<file path="config.mk">
export PLATFORM = sky130hd
export DESIGN_NAME = ram_arb_bridge_flat
export DESIGN_NICKNAME = d
export VERILOG_FILES = /design/src/rtl/ram_arb_bridge_pkg.sv /design/src/rtl/ram_arb_bridge_if.sv /design/src/rtl/ram_arb_bridge_lane_align.sv /design/src/rtl/ram_arb_bridge.sv /design/src/flat_wrapper.sv
export SDC_FILE = /design/constraint.sdc
export NUM_CORES = 1
export LEC_CHECK = 0
export CAP_MARGIN = 20
export CORE_AREA = 2 2 198 200
export CTS_BUF_LIST = sky130_fd_sc_hd__clkbuf_8
export CTS_CLUSTER_SIZE = 25
export DETAILED_ROUTE_END_ITERATION = 8
export DIE_AREA = 0 0 200 202
export GPL_ROUTABILITY_DRIVEN = 0
export SYNTH_ARGS = -nofsm -noshare
export SYNTH_HDL_FRONTEND = slang
export SYNTH_SLANG_ARGS = --single-unit
</file>
<file path="constraint.sdc">
create_clock -name clock -period 6.8 [get_ports clock]
set_input_delay 1.7 -clock clock [delete_from_list [all_inputs] [get_ports clock]]
set_output_delay 1.7 -clock clock [all_outputs]
set_load 0.1 [all_outputs]
</file>
<file path="src/rtl/ram_arb_bridge_pkg.sv">
// Shared definitions for the RAM arbitration bridge: FSM states, access-size
// encoding, grant identifiers, the default RAM base address and lane helpers.
package ram_arb_bridge_pkg;

  localparam logic [63:0] PC_START          = 64'h0000_0000_8000_0000;
  localparam logic [63:0] BASE_ADDR_DEFAULT = PC_START;

  typedef enum logic [1:0] {
    ST_IDLE   = 2'd0,
    ST_ACCESS = 2'd1,
    ST_RESP   = 2'd2
  } state_e;

  typedef enum logic [2:0] {
    SIZE_B = 3'd0,
    SIZE_H = 3'd1,
    SIZE_W = 3'd2,
    SIZE_D = 3'd3
  } size_e;

  typedef enum logic {
    GRANT_IF = 1'b0,
    GRANT_LS = 1'b1
  } grant_e;

  // One bit per byte lane touched by an access of 2^size bytes at offset off.
  function automatic logic [7:0] byte_mask(input logic [2:0] off, input logic [2:0] size);
    logic [15:0] base_m;
    logic [15:0] shifted_m;
    case (size)
      SIZE_B:  base_m = 16'h0001;
      SIZE_H:  base_m = 16'h0003;
      SIZE_W:  base_m = 16'h000F;
      SIZE_D:  base_m = 16'h00FF;
      default: base_m = 16'h0000;
    endcase
    shifted_m = base_m << off;
    return shifted_m[7:0];
  endfunction

  // True when the access is a legal size and stays inside one 64-bit word.
  function automatic logic size_fits(input logic [2:0] off, input logic [2:0] size);
    logic [3:0] end_byte;
    if (size > SIZE_D) begin
      return 1'b0;
    end else begin
      end_byte = {1'b0, off} + (4'd1 << size[1:0]);
      return (end_byte <= 4'd8);
    end
  endfunction

endpackage

</file>
<file path="src/rtl/ram_arb_bridge_if.sv">
// Bundle of the fetch port, load/store port and RAM port seen by the bridge.
interface ram_arb_bridge_if #(
  parameter int unsigned IDX_W = 16
);
  logic              if_req_i;
  logic [63:0]       if_addr_i;
  logic              if_ready_o;
  logic [31:0]       if_rdata_o;
  logic              ls_req_i;
  logic              ls_wen_i;
  logic [63:0]       ls_addr_i;
  logic [63:0]       ls_wdata_i;
  logic [2:0]        ls_size_i;
  logic              ls_ready_o;
  logic [63:0]       ls_rdata_o;
  logic              ls_err_o;
  logic              ram_en_o;
  logic [IDX_W-1:0]  ram_idx_o;
  logic              ram_wen_o;
  logic [63:0]       ram_wdata_o;
  logic [63:0]       ram_wmask_o;
  logic [63:0]       ram_rdata_i;

  modport slave (
    input  if_req_i, if_addr_i, ls_req_i, ls_wen_i, ls_addr_i, ls_wdata_i, ls_size_i, ram_rdata_i,
    output if_ready_o, if_rdata_o, ls_ready_o, ls_rdata_o, ls_err_o,
           ram_en_o, ram_idx_o, ram_wen_o, ram_wdata_o, ram_wmask_o
  );

  modport master (
    output if_req_i, if_addr_i, ls_req_i, ls_wen_i, ls_addr_i, ls_wdata_i, ls_size_i, ram_rdata_i,
    input  if_ready_o, if_rdata_o, ls_ready_o, ls_rdata_o, ls_err_o,
           ram_en_o, ram_idx_o, ram_wen_o, ram_wdata_o, ram_wmask_o
  );
endinterface

</file>
<file path="src/rtl/ram_arb_bridge_lane_align.sv">
// Byte-lane alignment between LSB-aligned core data and 64-bit RAM words.
module ram_lane_align
  import ram_arb_bridge_pkg::*;
(
  input  logic [2:0]  off,
  input  logic [2:0]  size,
  input  logic [63:0] wdata,
  input  logic [63:0] rdata,
  output logic [63:0] wdata_sh,
  output logic [63:0] wmask,
  output logic [63:0] rdata_sh
);
  logic [7:0] bmask_s;
  logic [5:0] shamt_s;

  assign shamt_s = {off, 3'b000};

  // Shift data into/out of its lanes and expand the byte mask to bits.
  always_comb begin
    bmask_s  = byte_mask(off, size);
    wdata_sh = wdata << shamt_s;
    rdata_sh = rdata >> shamt_s;
    wmask    = 64'd0;
    for (int i = 0; i < 8; i++) begin
      wmask[i*8 +: 8] = {8{bmask_s[i]}};
    end
  end

endmodule

</file>
<file path="src/rtl/ram_arb_bridge.sv">
// Round-robin bridge from an instruction-fetch port and a load/store port onto
// a single-ported 64-bit RAM; one access in flight, response two cycles later.
module ram_arb_bridge
  import ram_arb_bridge_pkg::*;
#(
  parameter logic [63:0] BASE_ADDR = BASE_ADDR_DEFAULT,
  parameter int unsigned IDX_W     = 16
) (
  input logic             clock,
  input logic             reset,
  ram_arb_bridge_if.slave bus
);
  localparam logic [63:0] SPAN_BYTES = 64'd1 << (IDX_W + 3);

  state_e      state_r, state_nx_s;
  grant_e      last_grant_r, grant_r, grant_s;
  logic        take_s;
  logic        ls_err_s;
  logic [63:0] ls_diff_s, sel_addr_s, sel_diff_s;
  logic [2:0]  off_r, size_r, align_off_s, align_size_s;
  logic        word_sel_r, err_r;
  logic [63:0] wdata_sh_s, wmask_s, rdata_sh_s;

  logic             ram_en_r, ram_wen_r;
  logic [IDX_W-1:0] ram_idx_r;
  logic [63:0]      ram_wdata_r, ram_wmask_r;
  logic             if_ready_r, ls_ready_r, ls_err_r;
  logic [31:0]      if_rdata_r;
  logic [63:0]      ls_rdata_r;

  // Arbitration and next-state selection.
  always_comb begin
    state_nx_s = state_r;
    grant_s    = GRANT_IF;
    take_s     = 1'b0;
    case (state_r)
      ST_IDLE: begin
        if (bus.if_req_i && bus.ls_req_i) begin
          take_s     = 1'b1;
          grant_s    = (last_grant_r == GRANT_LS) ? GRANT_IF : GRANT_LS;
          state_nx_s = ST_ACCESS;
        end else if (bus.if_req_i) begin
          take_s     = 1'b1;
          grant_s    = GRANT_IF;
          state_nx_s = ST_ACCESS;
        end else if (bus.ls_req_i) begin
          take_s     = 1'b1;
          grant_s    = GRANT_LS;
          state_nx_s = ST_ACCESS;
        end else begin
          state_nx_s = ST_IDLE;
        end
      end
      ST_ACCESS: state_nx_s = ST_RESP;
      ST_RESP:   state_nx_s = ST_IDLE;
      default:   state_nx_s = ST_IDLE;
    endcase
  end

  // Address decode and load/store legality for the incoming request.
  always_comb begin
    ls_diff_s = bus.ls_addr_i - BASE_ADDR;
    ls_err_s  = !size_fits(bus.ls_addr_i[2:0], bus.ls_size_i)
             || (bus.ls_addr_i < BASE_ADDR)
             || (ls_diff_s >= SPAN_BYTES);
    if (grant_s == GRANT_IF) begin
      sel_addr_s = bus.if_addr_i;
    end else begin
      sel_addr_s = bus.ls_addr_i;
    end
    sel_diff_s = sel_addr_s - BASE_ADDR;
  end

  // Aligner sees live inputs while accepting, latched fields afterwards.
  always_comb begin
    if (state_r == ST_IDLE) begin
      align_off_s  = bus.ls_addr_i[2:0];
      align_size_s = bus.ls_size_i;
    end else begin
      align_off_s  = off_r;
      align_size_s = size_r;
    end
  end

  ram_lane_align u_align (
    .off      (align_off_s),
    .size     (align_size_s),
    .wdata    (bus.ls_wdata_i),
    .rdata    (bus.ram_rdata_i),
    .wdata_sh (wdata_sh_s),
    .wmask    (wmask_s),
    .rdata_sh (rdata_sh_s)
  );

  // FSM state register.
  always_ff @(posedge clock) begin
    if (reset) begin
      state_r <= ST_IDLE;
    end else begin
      state_r <= state_nx_s;
    end
  end

  // Request latch, RAM drive and response registers.
  always_ff @(posedge clock) begin
    if (reset) begin
      last_grant_r <= GRANT_LS;
      grant_r      <= GRANT_IF;
      off_r        <= 3'd0;
      size_r       <= 3'd0;
      word_sel_r   <= 1'b0;
      err_r        <= 1'b0;
      ram_en_r     <= 1'b0;
      ram_wen_r    <= 1'b0;
      ram_idx_r    <= '0;
      ram_wdata_r  <= 64'd0;
      ram_wmask_r  <= 64'd0;
      if_ready_r   <= 1'b0;
      if_rdata_r   <= 32'd0;
      ls_ready_r   <= 1'b0;
      ls_rdata_r   <= 64'd0;
      ls_err_r     <= 1'b0;
    end else begin
      case (state_r)
        ST_IDLE: begin
          if (take_s) begin
            grant_r      <= grant_s;
            last_grant_r <= grant_s;
            off_r        <= bus.ls_addr_i[2:0];
            size_r       <= bus.ls_size_i;
            word_sel_r   <= bus.if_addr_i[2];
            err_r        <= (grant_s == GRANT_LS) && ls_err_s;
            ram_en_r     <= !((grant_s == GRANT_LS) && ls_err_s);
            ram_wen_r    <= (grant_s == GRANT_LS) && bus.ls_wen_i && !ls_err_s;
            ram_idx_r    <= IDX_W'(sel_diff_s >> 3);
            if ((grant_s == GRANT_LS) && bus.ls_wen_i && !ls_err_s) begin
              ram_wdata_r <= wdata_sh_s;
              ram_wmask_r <= wmask_s;
            end else begin
              ram_wdata_r <= 64'd0;
              ram_wmask_r <= 64'd0;
            end
          end
        end
        ST_ACCESS: begin
          ram_en_r    <= 1'b0;
          ram_wen_r   <= 1'b0;
          ram_wdata_r <= 64'd0;
          ram_wmask_r <= 64'd0;
          if (grant_r == GRANT_IF) begin
            if_ready_r <= 1'b1;
            if_rdata_r <= word_sel_r ? bus.ram_rdata_i[63:32] : bus.ram_rdata_i[31:0];
          end else begin
            ls_ready_r <= 1'b1;
            ls_err_r   <= err_r;
            ls_rdata_r <= err_r ? 64'd0 : rdata_sh_s;
          end
        end
        ST_RESP: begin
          if_ready_r <= 1'b0;
          ls_ready_r <= 1'b0;
        end
        default: begin
          if_ready_r <= 1'b0;
          ls_ready_r <= 1'b0;
        end
      endcase
    end
  end

  // Reset arriving mid-access must not let the RAM see this cycle's strobe.
  assign bus.ram_en_o    = ram_en_r & ~reset;
  assign bus.ram_wen_o   = ram_wen_r & ~reset;
  assign bus.ram_idx_o   = ram_idx_r;
  assign bus.ram_wdata_o = ram_wdata_r;
  assign bus.ram_wmask_o = ram_wmask_r;
  assign bus.if_ready_o  = if_ready_r;
  assign bus.if_rdata_o  = if_rdata_r;
  assign bus.ls_ready_o  = ls_ready_r;
  assign bus.ls_rdata_o  = ls_rdata_r;
  assign bus.ls_err_o    = ls_err_r;

endmodule

</file>
<file path="src/flat_wrapper.sv">
// flat-port wrapper written by rule: the top's interface ports become plain ports
module ram_arb_bridge_flat import ram_arb_bridge_pkg::*;
#(
  parameter logic [63:0] BASE_ADDR = BASE_ADDR_DEFAULT,
  parameter int unsigned IDX_W     = 16
)
  (clock, reset, bus_if_req_i, bus_if_addr_i, bus_ls_req_i, bus_ls_wen_i, bus_ls_addr_i, bus_ls_wdata_i, bus_ls_size_i, bus_ram_rdata_i, bus_if_ready_o, bus_if_rdata_o, bus_ls_ready_o, bus_ls_rdata_o, bus_ls_err_o, bus_ram_en_o, bus_ram_idx_o, bus_ram_wen_o, bus_ram_wdata_o, bus_ram_wmask_o);
  ram_arb_bridge_if #(.IDX_W(IDX_W)) bus_i ();
  input logic clock;
  input logic reset;
  input wire logic [$bits(bus_i.if_req_i)-1:0] bus_if_req_i;
  input wire logic [$bits(bus_i.if_addr_i)-1:0] bus_if_addr_i;
  input wire logic [$bits(bus_i.ls_req_i)-1:0] bus_ls_req_i;
  input wire logic [$bits(bus_i.ls_wen_i)-1:0] bus_ls_wen_i;
  input wire logic [$bits(bus_i.ls_addr_i)-1:0] bus_ls_addr_i;
  input wire logic [$bits(bus_i.ls_wdata_i)-1:0] bus_ls_wdata_i;
  input wire logic [$bits(bus_i.ls_size_i)-1:0] bus_ls_size_i;
  input wire logic [$bits(bus_i.ram_rdata_i)-1:0] bus_ram_rdata_i;
  output wire logic [$bits(bus_i.if_ready_o)-1:0] bus_if_ready_o;
  output wire logic [$bits(bus_i.if_rdata_o)-1:0] bus_if_rdata_o;
  output wire logic [$bits(bus_i.ls_ready_o)-1:0] bus_ls_ready_o;
  output wire logic [$bits(bus_i.ls_rdata_o)-1:0] bus_ls_rdata_o;
  output wire logic [$bits(bus_i.ls_err_o)-1:0] bus_ls_err_o;
  output wire logic [$bits(bus_i.ram_en_o)-1:0] bus_ram_en_o;
  output wire logic [$bits(bus_i.ram_idx_o)-1:0] bus_ram_idx_o;
  output wire logic [$bits(bus_i.ram_wen_o)-1:0] bus_ram_wen_o;
  output wire logic [$bits(bus_i.ram_wdata_o)-1:0] bus_ram_wdata_o;
  output wire logic [$bits(bus_i.ram_wmask_o)-1:0] bus_ram_wmask_o;
  assign bus_i.if_req_i = bus_if_req_i;
  assign bus_i.if_addr_i = bus_if_addr_i;
  assign bus_i.ls_req_i = bus_ls_req_i;
  assign bus_i.ls_wen_i = bus_ls_wen_i;
  assign bus_i.ls_addr_i = bus_ls_addr_i;
  assign bus_i.ls_wdata_i = bus_ls_wdata_i;
  assign bus_i.ls_size_i = bus_ls_size_i;
  assign bus_i.ram_rdata_i = bus_ram_rdata_i;
  assign bus_if_ready_o = bus_i.if_ready_o;
  assign bus_if_rdata_o = bus_i.if_rdata_o;
  assign bus_ls_ready_o = bus_i.ls_ready_o;
  assign bus_ls_rdata_o = bus_i.ls_rdata_o;
  assign bus_ls_err_o = bus_i.ls_err_o;
  assign bus_ram_en_o = bus_i.ram_en_o;
  assign bus_ram_idx_o = bus_i.ram_idx_o;
  assign bus_ram_wen_o = bus_i.ram_wen_o;
  assign bus_ram_wdata_o = bus_i.ram_wdata_o;
  assign bus_ram_wmask_o = bus_i.ram_wmask_o;
  ram_arb_bridge #(.BASE_ADDR(BASE_ADDR), .IDX_W(IDX_W)) u_core (.clock(clock), .reset(reset), .bus(bus_i));
endmodule
</file>
==> out/qor.csv, run 1 <==
metric,value,unit
status,completed,
avgViaCountPerCell,5.28,
period_share,74.4,%
synth.distinct_cells,68,
power.total,0.00365,W
synth_edf_count,0,
dp_hpwl,36200,um
syn-num-nets,1641,
areaGrowthSynthToFinish,48.6,%
cts_tree,yes,
grt_busiest_layer,met2,
setup_tns,0,ps
max-vdd-ir-drop,0.000106,V
fp.coreArea,38300,um2
async_flop_share,0,%
hold_path_class,reg -> reg,
h-tree-depth,2,
worst-setup-path-type,in -> out,
netlist_area,11300,um2
holdBufCountCts,0,
postCtsSetupBuffers,0,
worstPathMaxFanout,35,
stdcell_area,16800,um2
ant_nets,0,
ctsResizeCount,0,
vias,12014,
fin_nets,1996,
maxCapViolCount,0,
finalSetupViolCount,0,
io_pins,509,
ys.flop_type,dfxtp_1,
grt_pass1_wl,71900,um
grt_use_met2,37.9,%
clk_latency,560,ps
ctsRootBufferMaster,clkbuf_8,
routedWlPerCell,21.6,um
dpl_cell_area,15900,um2
start_util,29.5,%
first_pass_iters,6,
crit_arrival,3360,ps
yosys_warnings,0,
die_y,202,um
rsz0062_at_grt,no,
worstRegToRegCells,6,
synth-seq-cells,201,
final_layout_size_suffix_gt1_share,7.40,%
grt_start_max_net_pins,99,
core.rowCount,72,
antenna_found_initial,3,
dieArea,40400,um2
syn_area_per_cell,8.24,um2
syn_inst,1372,
whs_path_depth,2,
grtUsageMet3,7.84,%
worstHoldStart,u_core.bus.ram_wdata_o[12]$_SDFFE_PP0P_,
clkSinkCount,201,
n_antenna_cell,0,
cp-end-kind,output port,
period_minus_slack,5060,ps
startpoint_type,input port,
fin_skew,28.7,ps
slew_headroom,23.2,%
grt_usage,23.4,%
finalHoldViolations,0,
drt_iter0_markers,830,
wl,49100,um
pwr_density_cell,217,nW/um2
r2r_start,u_core.state_r[0]$_SDFF_PP0_,
clkTransAtPathRegs,60,ps
cts_buffers,38,
fmax,0.198,GHz
fill_cells,3776,
required,5100,ps
clk_path_buf_depth,3,
p_leak,6.11,nW
synth-seq-area-share,35.6,%
grt_pass1_vias,11712,
grt_util_met1,28.2,%
startpoint,reset,
timing_max_transition_violations_final,0,
final_util,43.9,%
worstMarginPinSlew,1150,ps
dieWidth,200,um
overflow,0,
drcViolationCount,0,
portBuffers,461,
## report_power, final
part / total (W) / internal [W] / switching (W)
sequential: 0.00125 / 0.00122 / 0.0000265
combinational: 0.00114 / 0.000397 / 0.000743
clock: 0.00126 / 0.000698 / 0.000562
## cell usage in the layout, fill, tap and decap left out, types with 4 or more instances in the layout
cell and count:
clkdlybuf4s50_1 459, dfxtp_1 200, nand2_1 185, nor2_1 147, mux2i_1 134, o21ai_0 74, a21oi_1 72, a211oi_1 53
clkbuf_8 46, a22oi_1 44, inv_1 30, nand3_1 27, o31ai_1 24, buf_4 22, o22ai_1 19, mux4_2 16
a222oi_1 16, a31oi_1 14, nor4_1 13, and3_1 12, o2bb2ai_1 10, a2bb2oi_1 8, nor2b_1 7, nor3_1 7
o21a_1 7, o211ai_1 7, clkinv_2 7, mux2_2 6, a32oi_1 6, o21ai_1 5, nor3_2 4, a211o_1 4
ha_1 4
## path summary, 6_finish.rpt
path / end / slack (ps)
setup reg to reg: u_core.bus.ls_rdata_o[18]$_SDFFE_PP0P_ / 3520
setup / recovery: bus_ram_wen_o / 1740
hold / removal: u_core.bus.ram_wdata_o[12]$_SDFFE_PP0P_ / 450
hold reg to reg: u_core.bus.ram_wdata_o[12]$_SDFFE_PP0P_ / 450
## stage by stage
| stage | setup slack (ps) | std cells | hold WS, ps |
|---|---|---|---|
| final | 1740 | 2275 | 450 |
| after global routing | 1680 | 2275 | 471 |
| after floorplan | 1730 | 1372 | 433 |
| after CTS | 1720 | 2273 | 452 |
| after detailed placement | 1640 | 2203 | 438 |
| after global placement | 1670 | 2203 | 434 |
## cell usage after synthesis, drive strengths merged (14+ instances only)
cell type | number | area share (%)
o31ai | 24 | 1.6
clkbuf | 91 | 3.0
nand3 | 28 | 1.3
o22ai | 19 | 1.1
a31oi | 14 | 0.77
nor4 | 16 | 1.1
mux2i | 135 | 12
a21oi | 72 | 3.2
dfxtp | 201 | 36
a222oi | 16 | 1.4
mux4 | 16 | 3.2
inv | 18 | 0.60
nand2 | 188 | 6.2
nor2 | 148 | 4.9
a22oi | 44 | 2.9
o21ai | 80 | 3.5
a211oi | 53 | 3.5
buf | 77 | 4.5
## layer usage
metal	share of wire (%)	routed length, um
met5	0.084	41
met3	9.9	4860
met4	4.1	2040
met2	46	22500
met1	40	19700
## final cells by class
type	count	area [um2]	area share [%]
multi-input combinational	985	6440	38.3
timing repair buffer	483	4810	28.6
sequential	201	4030	24.0
tap	518	648	3.86
clock buffer	46	633	3.77
clock inverter	24	174	1.04
inverter	18	67.6	0.402
## worst max-delay path, stage by stage
cell and delay [ps]:
buf_4 230, nor2b_1 200, clkdlybuf4s50_1 1210
## registers in the layout, summed over array words and instances, names as in the netlist, 2 cells and up
| signal | flops |
|---|---|
| u_core.size_r | 3 |
| u_core.off_r | 3 |
| u_core.state_r | 2 |
| u_core.bus.ls_rdata_o | 64 |
| u_core.bus.ram_idx_o | 16 |
| u_core.bus.ram_wdata_o | 64 |
| u_core.bus.if_rdata_o | 32 |
| u_core.bus.ram_wmask_o | 8 |
## kinds of logic (layout without fill, tap and decap cells)
| family | after synthesis | in the layout | share of synthesized area (%) |
|---|---|---|---|
| AND/OR/NAND/NOR | 441 | 441 | 17.2 |
| buffers and inverters | 186 | 571 | 8.12 |
| flip-flops | 201 | 201 | 35.6 |
| multiplexers | 157 | 157 | 15.7 |
| XOR/XNOR | 1 | 1 | 0.0775 |
| adder cells (fa/ha/maj) | 5 | 5 | 0.620 |
| AO/OA/AOI/OAI | 381 | 381 | 22.6 |
Note: power is estimated with default switching activity, not from simulation.
==> run 2: changes to the inputs <==
Settings changed: CORE_AREA 2 2 198 200 to 2 2 201 203, DIE_AREA 0 0 200 202 to 0 0 203 205.
Clock period 6.8 ns to 5.2 ns, I/O delays scaled along.
==> run 2 against run 1 <==
  * Sequential power grew 30%
  * First-iteration DRC count grew 23%
  * Hold slack gained 2.8 ps
  * Worst setup slack lost 730 ps
  * Register-to-register slack lost 1700 ps
  * Wire length grew 0.95%
  * Core utilization shrank 1.3 points
  * Critical path depth grew 7
  * Largest cell class unchanged
==> out/qor.csv, run 2 (same netlist as run 1, synthesis figures left out) <==
metric,value,unit,change
status,completed,,
worstMarginPinSlew,1150,ps,+5.69 ps
fill_cells,3911,,+3.6%
dp_hpwl,36800,um,+1.7%
overflow,0,,unchanged
startpoint_type,input port,,
clk_latency,550,ps,about the same
grt_usage,22.9,%,-0.50 points
final_common_cell,clkdlybuf4s50_1,,
hold_ws,452,ps,+2.77 ps
rsz0062_at_grt,no,,
clkSinkCount,201,,unchanged
ctsResizeCount,0,,unchanged
grt_pass1_wl,73100,um,+1.7%
maxCapViolCount,0,,unchanged
final_layout_size_suffix_gt1_share,7.64,%,+0.24 points
first_pass_iters,5,,-1
wl,49500,um,+0.95%
grt_pass1_vias,11799,,+0.74%
clkTransAtPathRegs,60,ps,about the same
vias,12033,,+0.16%
fin_skew,18.5,ps,-10.2 ps
h-tree-depth,2,,unchanged
start_util,28.7,%,-0.81 points
areaGrowthSynthToFinish,48.4,%,
ctsRootBufferMaster,clkbuf_8,,
postCtsSetupBuffers,0,,unchanged
clk_path_buf_depth,3,,unchanged
drcViolationCount,0,,unchanged
cts_buffers,37,,-2.6%
layout_common_cells,"clkdlybuf4s50_1 (456), dfxtp_1 (200), nand2_1 (185), nor2_1 (147), mux2i_1 (134)",,
cp-end-kind,flop,,
dieWidth,203,um,+1.5%
grt_start_max_net_pins,74,,-25%
die_y,205,um,+1.5%
fin_nets,2003,,+0.35%
pwr_density_cell,277,nW/um2,+28%
avgViaCountPerCell,5.28,,-0.11%
p_leak,6.10,nW,-0.30%
portBuffers,461,,unchanged
finalHoldViolations,0,,unchanged
antenna_found_initial,2,,-1
worst-setup-path-type,in -> reg,,
core.rowCount,73,,+1.4%
io_pins,509,,unchanged
finalSetupViolCount,0,,unchanged
fp.coreArea,39400,um2,+2.8%
max-vdd-ir-drop,0.000166,V,+56%
dieArea,41600,um2,+3.0%
slew_headroom,22.8,%,-0.38 points
fmax,0.239,GHz,
hold_path_class,reg -> reg,,
period_minus_slack,4190,ps,
holdBufCountCts,0,,unchanged
cts_tree,yes,,
timing_max_transition_violations_final,0,,unchanged
crit_arrival,4640,ps,+1280 ps
worstPathMaxFanout,73,,+110%
setup_tns,0,ps,unchanged
ant_nets,0,,unchanged
drt_iter0_markers,1017,,+23%
routedWlPerCell,21.7,um,+0.68%
period_share,80.5,%,
required,5650,ps,+550 ps
-- run 2: cell count changes in the layout (fill, tap and decap cells not counted), moves of 2 or more --
cell and delta:
buf_4 +11, clkinv_2 -6, clkbuf_8 +3, clkdlybuf4s50_1 -3, inv_1 -3, bufinv_16 -2
inv_6 -2
-- run 2: metal layers --
layer | GRT usage, % | wire, um | vias up | part of all wire [%]
met5 | 0 | 13 | - | 0.026
met4 | 8.86 | 1730 | 2 | 3.5
met3 | 6.76 | 4750 | 82 | 9.6
met2 | 38.4 | 23200 | 564 | 47
met1 | 27.6 | 19800 | 5691 | 40
li1 | - | - | 5694 | -
-- run 2: critical path, cell delays in order --
cell	delay [ps]
clkdlybuf4s50_1	580
inv_1	80
ha_1	300
nor2b_1	180
or4b_1	490
or4_1	590
a2111oi_4	290
nand3_2	110
buf_4	350
o31ai_1	310
-- run 2: final cells by class --
class	count	area (um2)	share of cell area [%]
antenna	1	2.50	0.0149
clock buffer	49	674	4.02
clock inverter	11	46.3	0.276
inverter	18	67.6	0.403
multi-input combinational	985	6450	38.4
sequential	201	4030	24.0
tap	525	657	3.92
timing repair buffer	491	4850	28.9
-- run 2: through the flow --
step | cell area (um2) | total power [W] | instances | util (%) | worst slack, ps
2_1_floorplan | 11300 | 0.00260 | 1372 | - | 931
3_3_place_gp | 16000 | 0.00315 | 2220 | 40.8 | 552
3_5_place_dp | 16000 | 0.00316 | 2220 | 40.8 | 498
4_1_cts | 16800 | 0.00470 | 2280 | 42.6 | 1070
5_1_grt | 16800 | 0.00486 | 2280 | 42.6 | 860
6_report | 16800 | 0.00465 | 2281 | 42.6 | 1010
-- run 2: worst paths after layout --
| kind | from | end | slack [ps] | cells after the start |
|---|---|---|---|---|
| setup reg to reg | u_core.state_r[0]$_SDFF_PP0_ | u_core.bus.ls_rdata_o[29]$_SDFFE_PP0P_ | 1840 | 6 |
| setup / recovery | bus_ls_addr_i[31] | u_core.bus.ram_wdata_o[10]$_SDFFE_PP0P_ | 1010 | 10 |
| hold reg to reg | u_core.bus.ram_wdata_o[3]$_SDFFE_PP0P_ | u_core.bus.ram_wdata_o[3]$_SDFFE_PP0P_ | 450 | 2 |
| hold / removal | u_core.bus.ram_wdata_o[3]$_SDFFE_PP0P_ | u_core.bus.ram_wdata_o[3]$_SDFFE_PP0P_ | 450 | 2 |
-- run 2: power breakdown --
part | total, W | switching (W) | internal [W]
Clock | 0.00152 | 0.000686 | 0.000832
Combinational | 0.00151 | 0.000983 | 0.000522
Sequential | 0.00163 | 0.0000333 | 0.00160
Total | 0.00465 | 0.00170 | 0.00295
